<file path="src/rtl/iot_event_arbiter.sv">
// ---------------------------------------------------------------------------
// iot_event_arbiter
//
// Shares one active-device monitor counter between N_REQ IoT device ports.
// Each port raises a join (count up) or leave (count down) request. Requests
// are served round-robin, one event every two cycles. Illegal events (double
// join, leave while inactive, join when the count is saturated) are
// acknowledged with nack and never reach the monitor. A mirror of the monitor
// count and a per-port active map are kept alongside.
//
// Ports
//   clk         in   1      system clock, rising edge
//   rst_n       in   1      asynchronous active-low reset
//   req_valid   in   N_REQ  per-port request, held high until ack
//   req_join    in   N_REQ  per-port direction: 1 = join, 0 = leave
//   clear_req   in   1      synchronous pulse: reset monitor and device states
//   ack         out  N_REQ  one-hot, one cycle: request consumed
//   nack        out  1      valid with ack: request rejected
//   mon_on_off  out  1      monitor on_off strobe, one cycle per counted event
//   mon_change  out  1      monitor direction, 1 = up, 0 = down (held when idle)
//   mon_rst     out  1      monitor synchronous reset, active high
//   active_map  out  N_REQ  bit i set while port i is counted as active
//   active_cnt  out  CNT_W  mirror of the monitor count
// ---------------------------------------------------------------------------
module iot_event_arbiter #(
   parameter int N_REQ = 4,
   parameter int CNT_W = 8
) (
   input  logic             clk,
   input  logic             rst_n,
   input  logic [N_REQ-1:0] req_valid,
   input  logic [N_REQ-1:0] req_join,
   input  logic             clear_req,
   output logic [N_REQ-1:0] ack,
   output logic             nack,
   output logic             mon_on_off,
   output logic             mon_change,
   output logic             mon_rst,
   output logic [N_REQ-1:0] active_map,
   output logic [CNT_W-1:0] active_cnt
);

   localparam int PTR_W  = (N_REQ > 1) ? $clog2(N_REQ) : 1;
   localparam int PTR_W1 = PTR_W + 1;

   typedef enum logic [1:0] {
      IDLE  = 2'd0,
      ISSUE = 2'd1,
      CLEAR = 2'd2
   } state_t;

   state_t             state_q,     state_d;
   logic [PTR_W-1:0]   rrPtr_q,     rrPtr_d;
   logic [N_REQ-1:0]   ack_q,       ack_d;
   logic               nack_q,      nack_d;
   logic               monOnOff_q,  monOnOff_d;
   logic               monChange_q, monChange_d;
   logic               monRst_q,    monRst_d;
   logic [N_REQ-1:0]   activeMap_q, activeMap_d;
   logic [CNT_W-1:0]   activeCnt_q, activeCnt_d;

   logic               grantFound;
   logic [PTR_W-1:0]   grantIdx;
   logic [PTR_W1-1:0]  cand;
   logic               grantDir;
   logic               grantActive;
   logic               cntFull;
   logic               eventLegal;

   // Round-robin search: walk the ports starting at rrPtr_q, wrapping at
   // N_REQ, and take the first one with a pending request. The candidate is
   // wrapped by a single subtraction because rrPtr_q + offset < 2*N_REQ.
   always_comb begin
      grantFound = 1'b0;
      grantIdx   = '0;
      cand       = '0;
      for (int off = 0; off < N_REQ; off++) begin
         cand = {1'b0, rrPtr_q} + PTR_W1'(off);
         if (cand >= PTR_W1'(N_REQ)) begin
            cand = cand - PTR_W1'(N_REQ);
         end
         if (!grantFound && req_valid[cand[PTR_W-1:0]]) begin
            grantFound = 1'b1;
            grantIdx   = cand[PTR_W-1:0];
         end
      end
   end

   // Legality of the event for the winning port. A join needs the port to be
   // inactive and room left in the counter; a leave needs the port active.
   always_comb begin
      grantDir    = req_join[grantIdx];
      grantActive = activeMap_q[grantIdx];
      cntFull     = (activeCnt_q == {CNT_W{1'b1}});
      eventLegal  = (grantDir & ~grantActive & ~cntFull) |
                    (~grantDir & grantActive);
   end

   // Next-state and registered-output logic. Every output is computed here
   // and captured on the same edge as the state, so the ack/strobe pattern
   // seen during ISSUE and CLEAR is produced on the transition into them.
   // Clear is checked before arbitration so a simultaneous request waits.
   always_comb begin
      state_d     = state_q;
      rrPtr_d     = rrPtr_q;
      ack_d       = '0;
      nack_d      = 1'b0;
      monOnOff_d  = 1'b0;
      monChange_d = monChange_q;
      monRst_d    = 1'b0;
      activeMap_d = activeMap_q;
      activeCnt_d = activeCnt_q;

      case (state_q)
         IDLE: begin
            if (clear_req) begin
               state_d     = CLEAR;
               monRst_d    = 1'b1;
               activeMap_d = '0;
               activeCnt_d = '0;
            end else if (grantFound) begin
               state_d         = ISSUE;
               ack_d[grantIdx] = 1'b1;
               if (grantIdx == PTR_W'(N_REQ - 1)) begin
                  rrPtr_d = '0;
               end else begin
                  rrPtr_d = grantIdx + PTR_W'(1);
               end
               if (eventLegal) begin
                  monOnOff_d            = 1'b1;
                  monChange_d           = grantDir;
                  activeMap_d[grantIdx] = ~grantActive;
                  if (grantDir) begin
                     activeCnt_d = activeCnt_q + CNT_W'(1);
                  end else begin
                     activeCnt_d = activeCnt_q - CNT_W'(1);
                  end
               end else begin
                  nack_d = 1'b1;
               end
            end
         end

         ISSUE: begin
            if (clear_req) begin
               state_d     = CLEAR;
               monRst_d    = 1'b1;
               activeMap_d = '0;
               activeCnt_d = '0;
            end else begin
               state_d = IDLE;
            end
         end

         CLEAR: begin
            state_d = IDLE;
         end

         default: begin
            state_d = IDLE;
         end
      endcase
   end

   // State and output registers. mon_rst resets high so the monitor sees a
   // reset edge on the first clock after rst_n is released; mon_change
   // resets to "up".
   always_ff @(posedge clk or negedge rst_n) begin
      if (!rst_n) begin
         state_q     <= IDLE;
         rrPtr_q     <= '0;
         ack_q       <= '0;
         nack_q      <= 1'b0;
         monOnOff_q  <= 1'b0;
         monChange_q <= 1'b1;
         monRst_q    <= 1'b1;
         activeMap_q <= '0;
         activeCnt_q <= '0;
      end else begin
         state_q     <= state_d;
         rrPtr_q     <= rrPtr_d;
         ack_q       <= ack_d;
         nack_q      <= nack_d;
         monOnOff_q  <= monOnOff_d;
         monChange_q <= monChange_d;
         monRst_q    <= monRst_d;
         activeMap_q <= activeMap_d;
         activeCnt_q <= activeCnt_d;
      end
   end

   assign ack        = ack_q;
   assign nack       = nack_q;
   assign mon_on_off = monOnOff_q;
   assign mon_change = monChange_q;
   assign mon_rst    = monRst_q;
   assign active_map = activeMap_q;
   assign active_cnt = activeCnt_q;

endmodule
</file>
<file path="config.mk">
export PLATFORM = sky130hd
export DESIGN_NAME = iot_event_arbiter
export DESIGN_NICKNAME = d
export VERILOG_FILES = /design/src/rtl/iot_event_arbiter.sv
export SDC_FILE = /design/constraint.sdc
export NUM_CORES = 1
export LEC_CHECK = 0
export BUFFER_PORTS_ARGS = -buffer_cell sky130_fd_sc_hd__buf_2
export CAP_MARGIN = 20
export CORE_MARGIN = 2
export CORE_UTILIZATION = 35
export DETAILED_ROUTE_END_ITERATION = 16
export SETUP_SLACK_MARGIN = 0.02
export SKIP_LAST_GASP = 1
export SYNTH_ARGS = -nofsm -noshare
export SYNTH_HDL_FRONTEND = slang
export SYNTH_SLANG_ARGS = --single-unit
export TNS_END_PERCENT = 20
</file>
<file path="constraint.sdc">
create_clock -name clk -period 7.95 [get_ports clk]
set_input_delay 0.3975 -clock clk [delete_from_list [all_inputs] [get_ports clk]]
set_output_delay 0.3975 -clock clk [all_outputs]
set_load 0.01 [all_outputs]
</file>
Word level (Yosys, flattened, before mapping)
Cells that the tools add are included.

operators by class
  multiplexer cells = 56
  $lt $le $gt $ge = 10
  reduce and logical (&&, ||, !) cells = 13
  bitwise operators = 8
  $add $sub $neg = 10
  equal/unequal tests = 6

operator list
  operator                                             number
  two-way mux 8 bit                                    5
  two-way mux 4 bit                                    7
  two-way mux 2 bit                                    12
  two-way mux 1 bit                                    21
  case mux 8 bit (2 select lines)                      1
  < comparator 2 x 3 -> 1 bit, second input constant   5
  binary-select mux 1 bit (select 2 bit)               6
  >= comparator 3 bit, second input constant           3
  adder 8 x 1 -> 8 bit, second input constant          1
  equality test 8 bit, second input constant           1
  case mux 4 bit (2 select lines)                      1
  AND reduction 4 bit                                  2
  subtractor 2 x 1 -> 2 bit, second input constant     4
  subtractor 8 x 1 -> 8 bit, second input constant     1
  adder 2 x 2 -> 3 bit, second input constant          2
  inequality test 3 bit, second input constant         2
  bitwise mux 4 bit                                    1
  logical AND 1 bit                                    4
  inverter 1 bit                                       4
  case mux 2 bit (2 select lines)                      1
  adder 2 x 1 -> 3 bit, second input constant          1
  bitwise AND 1 bit                                    3
  >= comparator 2 x 3 -> 1 bit, second input constant  1
  logical NOT 1 bit                                    3
  other kinds (11)                                     11

word-level totals
  bits of input ports = 11
  register bits = 24
  output and inout bits = 20
  logic and storage cells = 112

Longest topological paths before layout
Gate-level depths: netlist (run 1).

  depth in word-level cells = 24
  gate-level depth with buffers = 16

Worst setup path after synthesis (run 1)
No wires, ideal clock.

  path kind = register -> register
  start point = register rrPtr_q[1]
  end point = register activeCnt_q[4] (netlist: active_cnt[4])
  setup slack = 4.880 ns
  arrival = 2.946 ns
  data required time = 7.826 ns
  stages on the path, launching flop included = 17
  setup time = 0.124 ns
  path through = dfrtp_1 -> nor2b_1 -> o21a_1 -> nor3_4 -> inv_2 -> a211o_1 -> and2_4 -> buf_6 -> xnor2_1 -> ha_1 -> nor2_1 -> a21oi_1 -> o221ai_1 -> and3_1 -> o21ai_0 -> nor2_1 -> a211o_1

on the way
  longest elaborated chain between the ends = 22

RTL lines
  element                                                                        RTL line  text
  start, declared                                                                53        logic [PTR_W-1:0] rrPtr_q, rrPtr_d;
  start signal, assigned                                                         181       rrPtr_q <= rrPtr_d;
  parallel branches: the longest is 22 deep, another holds adder 2 x 1 -> 3 bit  --
  end signal, assigned                                                           188       activeCnt_q <= activeCnt_d;
  end, declared                                                                  60        logic [CNT_W-1:0] activeCnt_q, activeCnt_d;

Parallel ways; which one is timed is not known. The select of a mux whose other input is x is not followed.
A chain may end at the register's enable or synchronous reset.

Worst setup path after layout (run 1)
Ends and elaborated chain as after synthesis.

==> summary.md, run 1 <==
| Metric | Value |
|---|---|
| Cell taking the most area after synthesis | dfrtp_1 |
| Register area share after synthesis | 0.396 |
| CP Class | reg2reg |
| Max Cap Viol | 0 |
| Initial antenna violation count | 0 |
| Layout fillers | between 400 and 500 |
| Clock Root Buffer | clkbuf_8 |
| Yosys reg bits | 24 |
| Buffer depth of the longest clock path | 2 |
| Area Overhead vs Synth | 16.9% |
| Fin crit share | 0.424 |
| Final Skew | 0.00545 ns |
| Worst setup margin | roughly 4.6 ns |
| Placement Setup Slack | around 4.6 ns |
| Die area | approximately 0.005 mm^2 |
| DRC Markers | 0 |
| Mean Syn Cell Area | 9.52 um^2 |
| Critical path arrival | 3.53 ns |
| Dpl hpwl | about 2.7 mm |
| Worst R2R Setup Slack | roughly 4.6 ns |
| Layout Utilization | 0.436 |
| Total GRT Usage | 0.160 |
| Post-route ant nets | 0 |
| Status | complete, no violations |
| Placement Rows | 23 |
| CTS tree | done |
| IO Port Bufs | 30 |
| DR vias/cell | between 5 and 6 |
| Setup TNS | 0 ns |
| Fin cells | between 200 and 250 |
| Most common cell in the netlist | dfrtp_1 |
| Pre-Repair DR Iteration Count | 4 |
| Final setup vio count | 0 |
| CP endpoint kind | flip-flop |
| CTS clock-pin slew for the worst setup and hold paths | 0.09 ns |
| Actual slew at the worst max-slew pin | 0.848 ns |
| Final net count | 210 |
| Peak VDD IR | approximately 0.00014 V |
| Synth Warn # | 0 |
| Core ar. | approximately 0.0041 mm^2 |
| GP Congestion | around 0.91 |
| Initial Util | 0.373 |
| WL final | ~3.6 mm |
| Die H | 70.0 um |
| CTS resizes | 0 |
| CTS Buf Count | 3 |
| Post-Place Cells | approximately 240 |
| Synth async-reset ratio | 1.00 |
| Worst slew margin | 0.433 |
| CP Launch Type | flip-flop |
| Top cells by area, synth | dfrtp_1 36%, ha_1 6.6%, dfstp_2 3.4% |
| Num ports | 31 |
| Worst reg2reg path depth | 15 |
| CP Max Fanout | 8 |
| Via count | 1297 |
| Post-synth EDFFs | 0 |
| Post-DP Area | ~0.0017 mm^2 |
| Post-synth cell types | 53 |
| Power consumption | around 0.69 mW |
| Leak | around 0.89 nW |
| Power Dens Cells | just under 400 mW/mm^2 |
| Final non-filler cell area | 0.00178 mm^2 |
| # Post-CTS Setup Buffers | 0 |
| Fin Hold WS | 0.0996 ns |
| Mapped Nets | 179 |
| Pin count of the biggest net entering global routing | 25 |
| Share of the synthesized area in the top cell type | 0.361 |
| CP Data Required Time | between 8 and 9 ns |
| Post-synth top flop | dfrtp_1 |
| Global-route wire length before repair | roughly 6.3 mm |
| Final Hold Violating Endpoints | 0 |
| Synth cell count leaders | 22 x dfrtp_1, 14 x nor2_1, 12 x nand2_1 |
| Post-synthesis cell area | around 0.0015 mm^2 |
| Hold Path Class | in2async |
| WL per Instance | ~15 um |
| CTS Hold Bufs | 0 |
| Slew Viols, Final | 0 |
| Skew-Pair Late Insertion Delay | 0.27 ns |
| Fraction of layout cells with a size suffix above 1 | 0.268 |
| Ant. Diodes | 0 |
| Cells after Synth | 160 |
| Global route total overflow | 0 |
| RSZ-0062 raised after global routing | false |
| Peak Freq | 297 MHz |
| Htree depth | 1 |
| DRT iter0 DRCs | slightly above 50 |
| Clock sink count | 24 |
| Post-layout minimum cycle time | approximately 3.4 ns |
| Vias in the first global route | 1302 |
| Die X | 70.0 um |
==> cell type report <==
type	count	area, um^2	share of cell area
Sequential cell	24	603	0.338
Clock buffer	3	41.3	0.0232
Tap cell	50	62.6	0.0351
Clock inverter	1	30.0	0.0169
Timing Repair Buffer	30	150	0.0843
Multi-Input combinational cell	122	856	0.480
Inverter	10	38.8	0.0218
==> worst paths after layout <==
kind | start | endpoint
min in group clk | clear_req | active_cnt[6]$_DFFE_PN0P_
min | rst_n | active_map[1]$_DFFE_PN0P_
max | rrPtr_q[1]$_DFFE_PN0P_ | active_cnt[4]$_DFFE_PN0P_
max in group asynchronous | rst_n | mon_rst$_DFF_PN1_
min reg2reg | mon_change$_DFFE_PN1P_ | mon_change$_DFFE_PN1P_
max reg2reg | rrPtr_q[1]$_DFFE_PN0P_ | active_cnt[4]$_DFFE_PN0P_
==> sequential cells by signal, indices dropped and copies added, names as in the netlist <==
register and cells:
ack 4, mon_change 1, nack 1, state_q 2, mon_rst 1, active_cnt 8, mon_on_off 1, rrPtr_q 2
active_map 4
==> routing by layer <==
layer  wire length [um]  GRT usage  vias to the layer above
li1                   -          -                      638
met1               1780      0.222                      618
met2               1640      0.246                       29
met3                 96     0.0245                       12
met4                110     0.0748                        0
met5                  0          0                        -
==> cells in the final DEF (no fill, tap or decap), types with 2 or more instances in the layout <==
cell      synthesis  routed
a211oi_1          3       3
a311oi_1          2       2
a211o_1           3       3
dfrtp_1          22      22
nor2_1           14      14
or2_2             2       2
dfstp_2           2       2
and3_1            5       5
nand2_1          12      12
inv_2             2       2
a22o_1            5       5
a21oi_1          10      10
and2_1            6       6
o21ai_1           6       6
xor2_1            3       3
buf_2             0      30
xnor2_1           3       3
clkbuf_8          0       3
a31oi_1           2       2
a21o_1            2       2
nor2b_1           3       3
ha_1              8       8
inv_1             7       7
o21ai_0           6       6
==> where the power goes <==
group / switching, mW / internal [mW]
clock network: 0.0430 / 0.0674
logic: 0.205 / 0.169
registers: 0.0442 / 0.160
==> cells by family after synthesis <==
logic type / Yosys count / share of synthesized area
simple gates: 55 / 0.202
compound gates: 49 / 0.228
flops: 24 / 0.396
buf+inv: 14 / 0.0427
fa+ha+maj: 9 / 0.0731
xor+xnor: 6 / 0.0345
mux: 3 / 0.0238
==> worst max-delay path: stages, from the launching register on <==
cell	delay [ns]
dfrtp_1	0.47
nor2b_1	0.18
o21a_1	0.21
nor3_4	0.28
inv_2	0.09
a211o_1	0.30
and2_4	0.22
xnor2_1	0.15
ha_1	0.24
nor2_1	0.08
a21oi_1	0.13
o221ai_1	0.18
and3_1	0.24
o21ai_0	0.16
nor2_1	0.06
a211o_1	0.27
Note: power is estimated with default switching activity, not from simulation.
==> run 2: changes to the inputs <==
- clock period: 7.95 -> 2.8 ns (I/O delays scaled with it)
==> run 2 against run 1 <==
Against the previous run: the flow now finishes with violations (negative setup slack); clock power rose by 120%; sequential share of layout area fell by 5.1 points; cell count rose by 12%; via count rose by 7.2%.
==> summary.md, run 2 (same netlist as run 1, synthesis figures left out) <==
| Metric | Value |
|---|---|
| Status | finished, violations left |
| Failing checks | negative setup slack |
| CTS tree | done |
| Clock sink count | 24 |
| Clock Power Share | 0.102 |
| Buffer depth of the longest clock path | 2 |
| Pin count of the biggest net entering global routing | 25 |
| CTS clock-pin slew for the worst setup and hold paths | 0.09 ns |
| Ant. Diodes | 0 |
| Fin cells | around 270 |
| Critical path arrival | between 3 and 4 ns |
| Max Cap Viol | 0 |
| Fin crit share | 1.04 |
| Psw | ~0.98 mW |
| DRC Markers | 0 |
| P_int | roughly 1.4 mW |
| Global-route wire length before repair | approximately 6.7 mm |
| Htree depth | 1 |
| Leak | approximately 1.0 nW |
| Worst R2R Setup Slack | -0.10 ns |
| Post-layout minimum cycle time | just under 3 ns |
| Placement Rows | 23 |
| Power Dens Cells | 1110 mW/mm^2 |
| Pre-Repair DR Iteration Count | 4 |
| DRT iter0 DRCs | around 110 |
| GP Congestion | just over 0.9 |
| Vias in the first global route | 1368 |
| Layout Utilization | 0.516 |
| Comb power frac | 0.643 |
| IO Port Bufs | 30 |
| RR Startpoint | rrPtr_q[1]$_DFFE_PN0P_ |
| Skew-Pair Late Insertion Delay | approximately 0.26 ns |
| Actual slew at the worst max-slew pin | between 0.5 and 0.6 ns |
| Fraction of layout cells with a size suffix above 1 | 0.450 |
| Number of flip-flops in the largest register | 8 |
| Core ar. | around 0.0041 mm^2 |
| Final setup vio count | 7 |
| CP Class | reg2reg |
| CP Max Fanout | 7 |
| Final Skew | about 0.0081 ns |
| DR vias/cell | 5.19 |
| CP Launch Type | flip-flop |
| Initial Util | 0.373 |
| Dpl hpwl | 2.91 mm |
| Power consumption | around 2.3 mW |
| RSZ-0062 raised after global routing | true |
| Most common cell after layout, fill and taps aside | buf_2 |
| Critical path startpoint | rrPtr_q[1]$_DFFE_PN0P_ |
| Hold Crit Start | clear_req |
| Worst setup margin | -0.103 ns |
| Post-route ant nets | 0 |
| Via count | 1390 |
| Fin Hold WS | 0.0902 ns |
| Peak Freq | ~340 MHz |
| Most frequent cells in the layout | 30 x buf_2, 26 x buf_4, 20 x dfrtp_1 |
| Initial antenna violation count | 0 |
| Total GRT Usage | 0.166 |
| Final non-filler cell area | 0.00211 mm^2 |
| CP Data Required Time | around 3.0 ns |
| CTS Buf Count | 3 |
| Worst slew margin | 0.630 |
| Slew Viols, Final | 0 |
| Final net count | roughly 240 |
| Layout fillers | 389 |
| Switch share | 0.420 |
| Clock Root Buffer | clkbuf_8 |
| Hold Path Class | in2reg |
| CP endpoint kind | flip-flop |
| Die H | ~70 um |
| Final Hold Violating Endpoints | 0 |
| Die X | approximately 70 um |
| Area Overhead vs Synth | 38.3% |
| Global route total overflow | 0 |
| WL per Instance | about 15 um |
| Post-Place Cells | between 200 and 300 |
| Die area | 0.00490 mm^2 |
| Num ports | 31 |
| Post-DP Area | about 0.0019 mm^2 |
| Sequential share of power | 0.256 |
| Peak VDD IR | 0.000464 V |
| WL final | roughly 4.0 mm |
run 2: through the flow:
stage                     setup WS [ns]  setup TNS [ns]
after global routing             -0.228           -1.53
after floorplan                  -0.101          -0.249
after detailed placement         -0.156          -0.490
after global placement          -0.0642         -0.0959
after CTS                       -0.0257         -0.0552
final                            -0.103          -0.349
run 2: path summary, 6_finish.rpt:
kind                                             endpoint  cells after the start
worst min-delay path            active_cnt[6]$_DFFE_PN0P_                      2
max in group asynchronous          rrPtr_q[0]$_DFFE_PN0P_                      2
min in group asynchronous       active_cnt[1]$_DFFE_PN0P_                      2
worst max register to register  active_cnt[4]$_DFFE_PN0P_                     11
worst max-delay path            active_cnt[4]$_DFFE_PN0P_                     11
worst min register to register     mon_change$_DFFE_PN1P_                      1
run 2: repair_timing:
item | 4_1_cts | 5_1_grt
gates resized for setup | 7 | 15
endpoints found under the hold margin | 22 | 0
setup endpoints to repair | 7 | 13
hold buffers | 1 | 0
buffers inserted | 5 | 3
pin swaps | 8 | 13
run 2: area by class of cell:
| cell class | count | area (um^2) | share of cell area |
|---|---|---|---|
| Tap cell | 50 | 62.6 | 0.0297 |
| Timing Repair Buffer | 58 | 367 | 0.174 |
| Multi-Input combinational cell | 122 | 975 | 0.463 |
| Clock buffer | 4 | 55.1 | 0.0261 |
| Inverter | 10 | 42.5 | 0.0202 |
| Sequential cell | 24 | 606 | 0.287 |
run 2: worst max-delay path, cell delays in order, from the launching register on:
cell and delay (ns):
dfrtp_2 0.46, and3b_1 0.20, o21ai_2 0.21, nand2_2 0.10, buf_4 0.15, buf_4 0.15
a211oi_2 0.30, o32ai_1 0.17, mux2_4 0.31, nand2b_4 0.17, a21o_1 0.28, a211o_1 0.32
run 2: layer usage:
layer / track usage / vias to the layer above / part of all wire
met5: 0 / - / 0
met2: 0.276 / 22 / 0.48
met4: 0.0342 / 0 / 0.0035
met1: 0.229 / 677 / 0.48
li1: - / 689 / -
met3: 0.0260 / 2 / 0.030
run 2: power groups by stage:
stage | Clock [mW] | Combinational [mW] | Sequential, mW
2_1_floorplan | 0 | 0.813 | 0.602
3_3_place_gp | 0 | 1.24 | 0.581
3_5_place_dp | 0 | 1.26 | 0.588
4_1_cts | 0.245 | 1.34 | 0.584
5_1_grt | 0.266 | 1.65 | 0.616
6_report | 0.237 | 1.50 | 0.596
==> run 3: changes to the inputs <==
- BUFFER_PORTS_ARGS: -buffer_cell sky130_fd_sc_hd__buf_2 -> unset
- DONT_BUFFER_PORTS: unset -> 1
- MAX_ROUTING_LAYER: unset -> met4
==> run 3 against run 2 <==
Against the previous run: the run still ends with negative setup slack left; non-clock buffer count is 28 lower; core utilization is 3.8 points lower; clock power is 4% higher; cell count is 10% lower; global-route usage is 1.1 points higher; clock-buffer cell count stayed put; design area is 7.4% lower; routed wire length hardly changed; combinational power is 13% lower; critical path type unchanged; critical endpoint is now active_map[2]$_DFFE_PN0P_; largest cell class unchanged; highest routed layer unchanged.
==> summary.md, run 3 (same netlist as run 1, synthesis figures left out) <==
| Metric | Value |
|---|---|
| Status | finished, violations left |
| Failing checks | negative setup slack |
| GR Util met1 | 0.237 |
| DRT iter0 DRCs | a little under 80 |
| Global-route wire length before repair | a little under 7 mm |
| Worst setup margin | -0.0950 ns |
| Dpl hpwl | 2.85 mm |
| Clock sink count | 24 |
| WL final | 3.97 mm |
| Slowest stage cell, crit path | dfrtp_2 |
| Peak Freq | approximately 350 MHz |
| Die X | roughly 70 um |
| CTS Buf Count | 3 |
| Hold Path Class | in2reg |
| CP Launch Type | flip-flop |
| WL per Instance | 16.5 um |
| GR Layer Usage met2 | 0.273 |
| Peak VDD IR | 0.000478 V |
| GP Congestion | between 0.8 and 0.9 |
| Worst slew margin | 0.680 |
| CP Max Fanout | 7 |
| Post-layout minimum cycle time | 2.90 ns |
| Fraction of layout cells with a size suffix above 1 | 0.347 |
| Post-route ant nets | 0 |
| Number of flip-flops in the largest register | 8 |
| Setup TNS | -0.513 ns |
| Global route total overflow | 0 |
| Leak | 0.901 nW |
| Fin crit share | 1.03 |
| Vias in the first global route | about 1400 |
| Met3 GRT Util | 0.0375 |
| Max Cap Viol | 0 |
| Total GRT Usage | 0.177 |
| CP Data Required Time | roughly 3 ns |
| Pin count of the biggest net entering global routing | 25 |
| Layer with the highest usage | met2 |
| Initial antenna violation count | 0 |
| Fin cells | 240 |
| Pre-Repair DR Iteration Count | 4 |
| DRC Markers | 0 |
| Critical path arrival | roughly 3.1 ns |
| CP endpoint kind | flip-flop |
| Most frequent cells in the layout | 27 x buf_4, 20 x dfrtp_1, 12 x nand2_1, 12 x nor2_1, 9 x a21oi_1 |
| Buffer depth of the longest clock path | 2 |
| Final Skew | around 0.0045 ns |
| Slew Viols, Final | 0 |
| Skew-Pair Late Insertion Delay | around 0.27 ns |
| Clock Root Buffer | clkbuf_8 |
| Layout Utilization | 0.478 |
| DR vias/cell | 5.54 |
| CP Class | reg2reg |
| CP Cell Sequence | nor2b_4 -> o21a_1 -> nor3_4 -> buf_4 -> buf_4 -> buf_4 -> a211oi_2 -> or2_2 -> mux2_4 -> nand2b_4 -> a21oi_2 -> o21ai_1 -> a22o_1 |
| Final setup vio count | 7 |
| Die area | ~0.0049 mm^2 |
| Worst path max stage delay | 0.46 ns |
| Placement Rows | 23 |
| Die H | roughly 70 um |
| Initial Util | 0.373 |
| Final net count | between 200 and 250 |
| Most common cell after layout, fill and taps aside | buf_4 |
| CTS tree | done |
| Area Overhead vs Synth | 28.1% |
| CTS clock-pin slew for the worst setup and hold paths | ~0.090 ns |
| Via count | 1329 |
| Actual slew at the worst max-slew pin | about 0.48 ns |
| IO Port Bufs | 0 |
| RSZ-0062 raised after global routing | true |
| Htree depth | 1 |
| Crit-path most repeated cell | buf_4 |
| Num ports | 31 |
| Core ar. | approximately 0.0041 mm^2 |
| Final Hold Violating Endpoints | 0 |
| Fin Hold WS | slightly above 0.04 ns |
| Power Dens Cells | roughly 1100 mW/mm^2 |
| Ant. Diodes | 0 |
| Post-Place Cells | ~220 |
run 3: per-layer routing:
layer,wire length (um),vias up
met3,173,6
met2,1830,31
met5,0,-
met4,65,0
met1,1910,654
li1,-,638
run 3: stage by stage:
stage               power [mW]  setup slack [ns]  cell area (um^2)
floorplan                 1.41            -0.101              1550
global placement          1.72           -0.0985              1720
detailed placement        1.74            -0.197              1720
CTS                       2.13           -0.0226              1910
global route              2.38            -0.273              1950
finish                    2.21           -0.0950              1950
run 3: path summary, 6_finish.rpt:
kind / depth (start not counted) / from / end / slack, ns
min reg2reg: 1 / mon_change$_DFFE_PN1P_ / mon_change$_DFFE_PN1P_ / 0.55
max: 13 / rrPtr_q[1]$_DFFE_PN0P_ / active_map[2]$_DFFE_PN0P_ / -0.1
max reg2reg: 13 / rrPtr_q[1]$_DFFE_PN0P_ / active_map[2]$_DFFE_PN0P_ / -0.1
min in group asynchronous: 2 / rst_n / active_cnt[0]$_DFFE_PN0P_ / 0.28
max in group asynchronous: 2 / rst_n / mon_rst$_DFF_PN1_ / 2.29
min: 2 / clear_req / mon_rst$_DFF_PN1_ / 0.04
run 3: where the power goes:
part / switching, mW / leakage (nW) / internal (mW)
clock: 0.121 / 0.0288 / 0.126
combinational: 0.630 / 0.561 / 0.677
sequential: 0.200 / 0.311 / 0.459
run 3: what timing repair did:
action / 4_1_cts / 5_1_grt
endpoints found under the hold margin: 25 / 0
buffers inserted: 6 / 3
setup endpoints to repair: 7 / 13
cloned: 0 / 0
hold buffers: 3 / 0
pin swaps: 7 / 2
resized for setup: 10 / 5
run 3: final cells by class:
class	count	area (um^2)
tap	50	62.6
timing repair buffer	30	243
inverter	10	38.8
fill	384	2130
sequential	24	606
multi-input combinational	122	947
clock buffer	4	55.1
run 3: worst max-delay path, delay by kind of cell, from the launching register on:
family	cells	cell delay, ns
flops	1	0.46
buf+inv	3	0.36
simple gates	4	0.84
compound gates	5	0.84
mux	1	0.29
